`src/rtl/multicycle_cu_pkg.sv`:
```
// multicycle_cu_pkg: FSM states, opcodes, ALUOp codes and the opcode classifier.
// CU_UPPER_IMM_EN adds LUI/AUIPC as legal classes.
package multicycle_cu_pkg;
    typedef enum logic [2:0] {
        S_FETCH  = 3'd0,
        S_DECODE = 3'd1,
        S_EXEC   = 3'd2,
        S_MEM    = 3'd3,
        S_WB     = 3'd4,
        S_TRAP   = 3'd7
    } state_t;

    typedef enum logic [3:0] {C_R, C_I, C_LD, C_ST, C_B, C_JAL, C_JALR, C_LUI, C_AUIPC, C_ILL} cls_t;

    localparam logic [6:0] OP_R     = 7'b0110011;
    localparam logic [6:0] OP_I     = 7'b0010011;
    localparam logic [6:0] OP_LD    = 7'b0000011;
    localparam logic [6:0] OP_ST    = 7'b0100011;
    localparam logic [6:0] OP_B     = 7'b1100011;
    localparam logic [6:0] OP_JAL   = 7'b1101111;
    localparam logic [6:0] OP_JALR  = 7'b1100111;
    localparam logic [6:0] OP_LUI   = 7'b0110111;
    localparam logic [6:0] OP_AUIPC = 7'b0010111;

    localparam logic [1:0] ALUOP_ADD = 2'b00;
    localparam logic [1:0] ALUOP_BR  = 2'b01;
    localparam logic [1:0] ALUOP_FN  = 2'b10;

    function automatic cls_t classify(input logic [6:0] op);
        case (op)
            OP_R:     return C_R;
            OP_I:     return C_I;
            OP_LD:    return C_LD;
            OP_ST:    return C_ST;
            OP_B:     return C_B;
            OP_JAL:   return C_JAL;
            OP_JALR:  return C_JALR;
`ifdef CU_UPPER_IMM_EN
            OP_LUI:   return C_LUI;
            OP_AUIPC: return C_AUIPC;
`endif
            default:  return C_ILL;
        endcase
    endfunction
endpackage

```
`src/rtl/cu_mem_timer.sv`:
```
// cu_mem_timer: counts stalled memory-request cycles and flags a timeout on the cycle
// the count would reach MEM_TIMEOUT; a ready in that same cycle wins.
module cu_mem_timer #(
    parameter int MEM_TIMEOUT = 15,
    parameter int TO_W        = 4
) (
    input  logic clk,
    input  logic reset,
    input  logic req_i,
    input  logic ready_i,
    output logic timeout_o
);
    logic [TO_W-1:0] cnt_q, cnt_d;

    // idle cycles hold the count at zero, so each FETCH/MEM starts fresh
    always_comb cnt_d = (req_i && !ready_i) ? cnt_q + 1'b1 : '0;

    always_ff @(posedge clk) cnt_q <= reset ? '0 : cnt_d;

    generate
        if (MEM_TIMEOUT == 0) begin : g_off
            assign timeout_o = 1'b0;
        end else begin : g_on
            assign timeout_o = req_i && !ready_i && cnt_q == TO_W'(MEM_TIMEOUT - 1);
        end
    endgenerate
endmodule

```
`src/rtl/multicycle_cu.sv`:
```
// multicycle_cu: RV32I multi-cycle control FSM with bus timeout, trap state and retire counter.
// CU_UPPER_IMM_EN adds LUI/AUIPC and the ui_sel output.
module multicycle_cu
    import multicycle_cu_pkg::*;
#(
    parameter int MEM_TIMEOUT = 15,
    parameter int TO_W        = 4,
    parameter int RETIRE_W    = 32
) (
    input  logic                clk,
    input  logic                reset,
    input  logic [6:0]          opcode,
    input  logic                mem_ready,
    output logic                mem_req,
    output logic                ir_write,
    output logic                pc_write,
    output logic                ALUSrc,
    output logic                MemtoReg,
    output logic                RegWrite,
    output logic                MemRead,
    output logic                MemWrite,
    output logic                Branch,
    output logic                Jump,
    output logic                Jalr,
    output logic [1:0]          ALUOp,
    output logic                instr_done,
    output logic                illegal,
    output logic                bus_err,
    output logic [RETIRE_W-1:0] retired,
`ifdef CU_UPPER_IMM_EN
    output logic [1:0]          ui_sel,
`endif
    output logic [2:0]          state_o
);
    state_t              state_q, state_d;
    cls_t                cls;
    logic                illegal_q, bus_err_q, timeout;
    logic                in_f, in_e, in_m, in_w, alu_hold;
    logic [RETIRE_W-1:0] retired_q;

    cu_mem_timer #(.MEM_TIMEOUT(MEM_TIMEOUT), .TO_W(TO_W)) u_timer (
        .clk      (clk),
        .reset    (reset),
        .req_i    (mem_req),
        .ready_i  (mem_ready),
        .timeout_o(timeout)
    );

    assign cls      = classify(opcode);
    assign in_f     = state_q == S_FETCH;
    assign in_e     = state_q == S_EXEC;
    assign in_m     = state_q == S_MEM;
    assign in_w     = state_q == S_WB;
    assign alu_hold = in_e || in_m || in_w;

    assign mem_req    = in_f || in_m;
    assign ir_write   = in_f && mem_ready;
    assign pc_write   = ir_write;
    assign MemRead    = in_f || (in_m && cls == C_LD);
    assign MemWrite   = in_m && cls == C_ST && !timeout;
    assign RegWrite   = in_w;
    assign MemtoReg   = in_w && cls == C_LD;
    assign Branch     = in_e && cls == C_B;
    assign Jump       = in_e && (cls == C_JAL || cls == C_JALR);
    assign Jalr       = in_e && cls == C_JALR;
    assign ALUSrc     = alu_hold && cls inside {C_I, C_LD, C_ST, C_JALR, C_LUI, C_AUIPC};
    assign ALUOp      = !alu_hold ? ALUOP_ADD : cls == C_B ? ALUOP_BR :
                        (cls == C_R || cls == C_I) ? ALUOP_FN : ALUOP_ADD;
    assign instr_done = in_w || (in_e && cls == C_B) || (in_m && cls == C_ST && mem_ready);
    assign illegal    = illegal_q;
    assign bus_err    = bus_err_q;
    assign retired    = retired_q;
    assign state_o    = state_q;
`ifdef CU_UPPER_IMM_EN
    assign ui_sel     = !alu_hold ? 2'b00 : cls == C_LUI ? 2'b01 : cls == C_AUIPC ? 2'b10 : 2'b00;
`endif

    always_comb begin
        state_d = state_q;
        case (state_q)
            S_FETCH:  state_d = timeout ? S_TRAP : mem_ready ? S_DECODE : S_FETCH;
            S_DECODE: state_d = cls == C_ILL ? S_TRAP : S_EXEC;
            S_EXEC:   state_d = cls inside {C_LD, C_ST} ? S_MEM : cls == C_B ? S_FETCH : S_WB;
            S_MEM:    state_d = timeout ? S_TRAP : !mem_ready ? S_MEM : cls == C_LD ? S_WB : S_FETCH;
            S_WB:     state_d = S_FETCH;
            S_TRAP:   state_d = S_TRAP;
            default:  state_d = S_FETCH;
        endcase
    end

    always_ff @(posedge clk) begin
        if (reset) begin
            state_q   <= S_FETCH;
            illegal_q <= 1'b0;
            bus_err_q <= 1'b0;
            retired_q <= '0;
        end else begin
            state_q   <= state_d;
            illegal_q <= illegal_q || (state_q == S_DECODE && cls == C_ILL);
            bus_err_q <= bus_err_q || timeout;
            retired_q <= retired_q + RETIRE_W'(instr_done);
        end
    end
endmodule

```
`config.mk`:
```
export PLATFORM = sky130hd
export DESIGN_NAME = multicycle_cu
export DESIGN_NICKNAME = d
export VERILOG_FILES = /design/src/rtl/multicycle_cu_pkg.sv /design/src/rtl/cu_mem_timer.sv /design/src/rtl/multicycle_cu.sv
export SDC_FILE = /design/constraint.sdc
export NUM_CORES = 1
export LEC_CHECK = 0
export ABC_AREA = 1
export ABC_CLOCK_PERIOD_IN_PS = 3100
export CORE_UTILIZATION = 50
export CTS_BUF_LIST = sky130_fd_sc_hd__clkbuf_4 sky130_fd_sc_hd__clkbuf_8
export DETAILED_ROUTE_END_ITERATION = 6
export PLACE_DENSITY_LB_ADDON = 0.2
export SYNTH_ARGS = -nofsm -noshare
export SYNTH_HDL_FRONTEND = slang
export SYNTH_HIERARCHICAL = 1
export SYNTH_SLANG_ARGS = --single-unit
```
`constraint.sdc`:
```
create_clock -name clk -period 3.1 [get_ports clk]
set_input_delay 0.31 -clock clk [delete_from_list [all_inputs] [get_ports clk]]
set_output_delay 0.31 -clock clk [all_outputs]
set_load 0.01 [all_outputs]
```
# Word level (Yosys, flattened, before mapping)
# Cells that the tools add are included.
# Widths: inputs -> output; s select.
# word_totals
register_bits	41
output_inout_bits	51
# op_classes
n_addsub	2
eq_ne	22
n_mux	13
n_bitwise	1
n_reduce_logical	30
# ops
operator	n
$add 32x1->32	1
$pmux 4 s7	1
$eq 7x7->1 const B	3
$mux 3	7
$eq 4x3->1 const B	4
$pmux 3 s5	1
$eq 7x6->1 const B	2
$logic_and 1x1->1	13
$eq 4x4->1 const B	3
$logic_or 1x1->1	10
$eq 4x2->1 const B	2
$eq 7x2->1 const B	1
$eq 7x5->1 const B	1
$eq 3x2->1 const B	2
$eq 3x3->1 const B	2
$mux 2	3
$reduce_bool 6->1	1
$add 4x1->4 const B	1
$eq 4x1->1 const B	1
$logic_not 4->1	1
$eq 3x1->1 const B	1
$logic_not 3->1	1
$logic_not 1->1	2
$reduce_bool 2->1	1
3 further kinds	3

# Longest topological paths before layout
# depth
ltp_word	7
mapped_depth	17
depth_no_buf	17

# Modules after synthesis
# The synthesis kept the hierarchy.
# by_module_without_submodules
module	n_inst	cells_each	area_per_inst_um2	seq_area_each_um2
multicycle_cu	1	351	2184.6	740.7
cu_mem_timer	1	28	196.4	80.1

# Worst setup path before layout
# Ideal clock, no wire load.
# synth_timing
kind	input port to flip-flop
start	input opcode[4]
end	register retired_q[20] (netlist: retired[20])
arrival_ps	2321
required_ps	2985
slack_ps	664
path_stages	17
cell_sequence	inv_1 -> nand2_1 -> nor2_1 -> nand2_1 -> nor2_1 -> inv_1 -> o211ai_1 -> ha_1 -> ha_1 -> nand2_1 -> nor2_4 -> nand2_2 -> nor2_4 -> and2_1 -> nand3_1 -> nand2_1 -> nor2_1
# synth_between
elab_chain_cells	7
word_cells_on_any_way	16
classes_between	add/sub (1); eq/ne (9); mux (1); reduce/logical (5)
# synth_rtl
item	line	source
start, declared	multicycle_cu.sv:12	input logic [6:0] opcode,
$eq 7x7->1, or another cell as far along	multicycle_cu_pkg.sv:30	case (op)
$pmux 4 s7 (*)	multicycle_cu_pkg.sv:30	
$eq 4x3->1 (*)	-	
$logic_and 1x1->1 (*)	-	
net Branch	multicycle_cu.sv:22	output logic Branch,
$logic_or 1x1->1 (*) (2 in a row)	multicycle_cu.sv:69	assign instr_done = in_w || (in_e && cls == C_B) || (in_m && cls == C_ST && mem_ready);
net instr_done	multicycle_cu.sv:26	output logic instr_done,
$add 32x1->32 (*)	multicycle_cu.sv:101	retired_q <= retired_q + RETIRE_W'(instr_done);
end signal, assigned	multicycle_cu.sv:101	
end, declared	multicycle_cu.sv:39	logic [RETIRE_W-1:0] retired_q;
# The timed path passes the listed nets; every way through them passes the cells marked *.
# A chain may end at the register's enable or synchronous reset.

# Worst setup path after layout
# layout_timing
start	input opcode[3]
end	register retired_q[30] (netlist: retired[30])
# layout_between
elab_chain_cells	7
word_cells_on_any_way	16
classes_between	add/sub (1); eq/ne (9); mux (1); reduce/logical (5)
# layout_rtl
item	line
$eq 7x7->1, or another cell as far along	multicycle_cu_pkg.sv:30
$pmux 4 s7 (*)	multicycle_cu_pkg.sv:30
$eq 4x3->1 or $eq 4x2->1 (tied branches)	multicycle_cu.sv:69
$logic_and 1x1->1	multicycle_cu.sv:69
$logic_or 1x1->1 or $logic_and 1x1->1 (tied branches)	multicycle_cu.sv:69
$logic_or 1x1->1 (*)	multicycle_cu.sv:69
$add 32x1->32 (*)	multicycle_cu.sv:101
# Mark *: on every way between the ends. The rest lies on a longest branch, timed or not.

==> flow_summary_export.csv <==
group,metric,value,unit
clock_tree,clock-root-buffer,"sky130_fd_sc_hd__clkbuf_8",
critical_path,cp.arrival,3030,ps
status,failing_checks,"design-rule violations",
cells_and_area,total_area_of_multi_input_combinational_cells,0.001323,sq mm
logic_synthesis,post_synth_most_frequent_cells,"sky130_fd_sc_hd__nand2_1 (97), sky130_fd_sc_hd__nor2_1 (70), sky130_fd_sc_hd__inv_1 (59), sky130_fd_sc_hd__dfxtp_1 (41), sky130_fd_sc_hd__a21oi_1 (24)",
sta,rsz0062_at_grt,"no",
grt,antenna_violations_before_repair,0,
logic_synthesis,postSynthCellCount,379,
detailed_routing,drt-vias-per-instance,5.159,
logic_synthesis,ys.warnings.count,6,
grt,grt_start_max_net_pins,31,
cells_and_area,final_util,70.75,%
job,maxCapViolations,0,
die,placementRows,24,
power_and_ir_drop,power_switching,0.2834,mW
clock_tree,clock_tree_from_tritoncts,"done",
cells_and_area,finalNonFillerCells,497,
placement,routabilityCongestion,0.9257,
critical_path,kind_of_start_point_of_the_critical_path,"input port",
cells_and_area,n_antenna_cell,0,
logic_synthesis,synth_area_leader_cell,"sky130_fd_sc_hd__dfxtp_1",
logic_synthesis,postSynth.asyncResetShare,0,%
logic_synthesis,synthTopCellsByArea,"sky130_fd_sc_hd__dfxtp_1 (34%), sky130_fd_sc_hd__nand2_1 (15%), sky130_fd_sc_hd__nor2_1 (11%)",
die,floorplan.die.height,71.01,um
logic_synthesis,postSynthAreaPerCell,6.282,sq um
die,floorplan.core_area,0.004474,sq mm
detailed_routing,vias,2564,
power_and_ir_drop,pwr-share-seq,47.0,%
die,initial_core_util,53.22,%
die,die_area,0.005042,sq mm
sta,final_min_period_over_clock_period,90.51,%
cells_and_area,final_layout_size_suffix_gt1_share,5.618,%
detailed_routing,antenna_left,0,
detailed_routing,drt_first_iter_violations,200,
status,status,"finished with violations",
logic_synthesis,yosysMostFrequentCell,"sky130_fd_sc_hd__nand2_1",
sta,timing.final.max_slew_violations,0,
sta,clock-skew-final,3.705,ps
clock_tree,htree_num_levels,2,
placement,placedInstanceArea,0.003043,sq mm
die,io-pin-count,61,
placement,pre_cts_ws,-0.1597,ps
detailed_routing,wl_per_cell,12.62,um
grt,first_pass_grt_wire_length,10.21,mm
cells_and_area,seq_area,820.8,sq um
clock_tree,clkSlewWorstSetupHoldPaths,80,ps
placement,placement.io_buffers,60,
critical_path,criticalPathCategory,"input port to register",
logic_synthesis,synth_top_area_share,34.47,%
grt,grt_usage,26.15,%
critical_path,crit_path_max_fanout,5,
sta,period_needed,2806,ps
clock_tree,cts_max_path_buffers,2,
sta,whs,467.3,ps
detailed_routing,drc,9,
logic_synthesis,synth.cell_area,0.002381,sq mm
power_and_ir_drop,internal-power,0.8848,mW
clock_tree,clock_sinks,41,
hold_path,worstHoldPathType,"register to register",
cells_and_area,finished_layout_cell_area,0.003166,sq mm
sta,relative_slew_margins,73.03,%
logic_synthesis,synth.distinct_cells,28,
sta,achievable-frequency,0.3564,GHz
power_and_ir_drop,share_comb_of_total_power,13.3,%
clock_tree,cts.repair_timing.setup_buffer_count,0,
sta,final.setup.worst_slack,294.1,ps
logic_synthesis,synth.yosys.seq_area_share,34.47,%
logic_synthesis,synth-edff-count,0,
cells_and_area,number_of_nets_in_the_final_layout,458,
logic_synthesis,synth.ff_latch_count,41,
detailed_routing,dr.pass1.iters,7,
sta,setup-violations-final,0,
logic_synthesis,synth_top_flop_cell,"sky130_fd_sc_hd__dfxtp_1",
critical_path,crit_path_end_kind,"register",
sta,setup_tns,0,ps
cells_and_area,fillerInstances,382,
power_and_ir_drop,clock_power_share,39.6,%
power_and_ir_drop,totalPowerFinal,1.168,mW
grt,leftover_overflow_at_the_end_of_global_routing,0,
power_and_ir_drop,p_per_area,369.0,mW/mm^2
logic_synthesis,syn_nets,393,
cells_and_area,area_growth,32.95,%
detailed_routing,drt-total-wl,6.271,mm
power_and_ir_drop,vdd_drop_max,268.2,uV
power_and_ir_drop,leakagePower,1.159,nW
sta,hold_viol,0,
clock_tree,cts_made_buffers,5,
power_and_ir_drop,power_switching_share,24.26,%
placement,detailedPlacementHpwl,4.846,mm
critical_path,timing.critical_path.required,3330,ps
placement,number_of_placed_instances_with_taps_included,489,
grt,first_global_vias,2245,
sta,worst_slew_pin_slew,403.1,ps
clock_tree,clkLatencyLatePin,300,ps
die,chipWidth,71.01,um
==> flip-flops by register name, summed over array words and instances (netlist names) <==
name / cells
retired: 32
u_timer/cnt_q: 4
state_o: 3
bus_err: 1
illegal: 1
==> critical path: stages <==
cell and delay (ps):
sky130_fd_sc_hd__clkdlybuf4s50_1 430, sky130_fd_sc_hd__inv_1 80, sky130_fd_sc_hd__nand2_1 50, sky130_fd_sc_hd__nor2_1 210, sky130_fd_sc_hd__nand2_1 110, sky130_fd_sc_hd__inv_1 100
sky130_fd_sc_hd__nand4_1 100, sky130_fd_sc_hd__o211ai_1 280, sky130_fd_sc_hd__ha_1 260, sky130_fd_sc_hd__ha_1 220, sky130_fd_sc_hd__nand2_1 120, sky130_fd_sc_hd__nor2_4 160
sky130_fd_sc_hd__nand2_1 140, sky130_fd_sc_hd__nor2_2 180, sky130_fd_sc_hd__nand3b_1 110, sky130_fd_sc_hd__a21oi_1 170
==> path summary, 6_finish.rpt <==
kind	start	to	slack [ps]	cells past startpoint
min reg2reg	bus_err	bus_err	470	2
max	opcode[3]	retired[30]	290	16
max reg2reg	state_o[1]	retired[30]	460	14
min	bus_err	bus_err	470	2
==> layout make-up <==
class | count | share of cell area, %
clock buffers | 7 | 2.846
clock inverters | 1 | 0.9486
multi-input cells | 275 | 41.78
inverters | 59 | 6.996
flip-flops and latches | 41 | 25.93
well taps | 52 | 2.055
repair buffers | 62 | 19.45
==> routing by layer <==
layer	wire, um	GRT usage (%)
met5	0	0
met4	142	11.11
met3	468	5.271
met2	2684	39.53
met1	2976	36.36
==> cell families after synthesis <==
kind of cell,synth area share (%)
simple gates,41.41
buf+inv,10.09
compound gates,8.986
flops,34.47
xor+xnor,2.943
fa+ha+maj,2.102
==> cell usage in the layout, fill, tap and decap left out, types with 6 or more instances in the layout <==
| master | instances |
|---|---|
| sky130_fd_sc_hd__inv_1 | 59 |
| sky130_fd_sc_hd__o21ai_0 | 13 |
| sky130_fd_sc_hd__nor3_1 | 11 |
| sky130_fd_sc_hd__clkbuf_8 | 6 |
| sky130_fd_sc_hd__nand3_1 | 18 |
| sky130_fd_sc_hd__nand2_1 | 97 |
| sky130_fd_sc_hd__nor2_1 | 69 |
| sky130_fd_sc_hd__a21oi_1 | 24 |
| sky130_fd_sc_hd__dfxtp_1 | 41 |
| sky130_fd_sc_hd__clkdlybuf4s50_1 | 60 |
==> power by group through the flow <==
stage / logic, mW / clock network, mW / registers, mW
2_1_floorplan: 0.0770 / 0 / 0.565
3_3_place_gp: 0.153 / 0 / 0.562
3_5_place_dp: 0.155 / 0 / 0.562
4_1_cts: 0.156 / 0.473 / 0.550
5_1_grt: 0.172 / 0.490 / 0.551
6_report: 0.156 / 0.463 / 0.550
==> timing repair <==
action,in CTS,in global routing
endpoints found under the setup margin,0,1
gates resized for setup,0,1
hold endpoints to repair,0,0
hold buffers,0,0
Note: power is estimated with default switching activity, not from simulation.
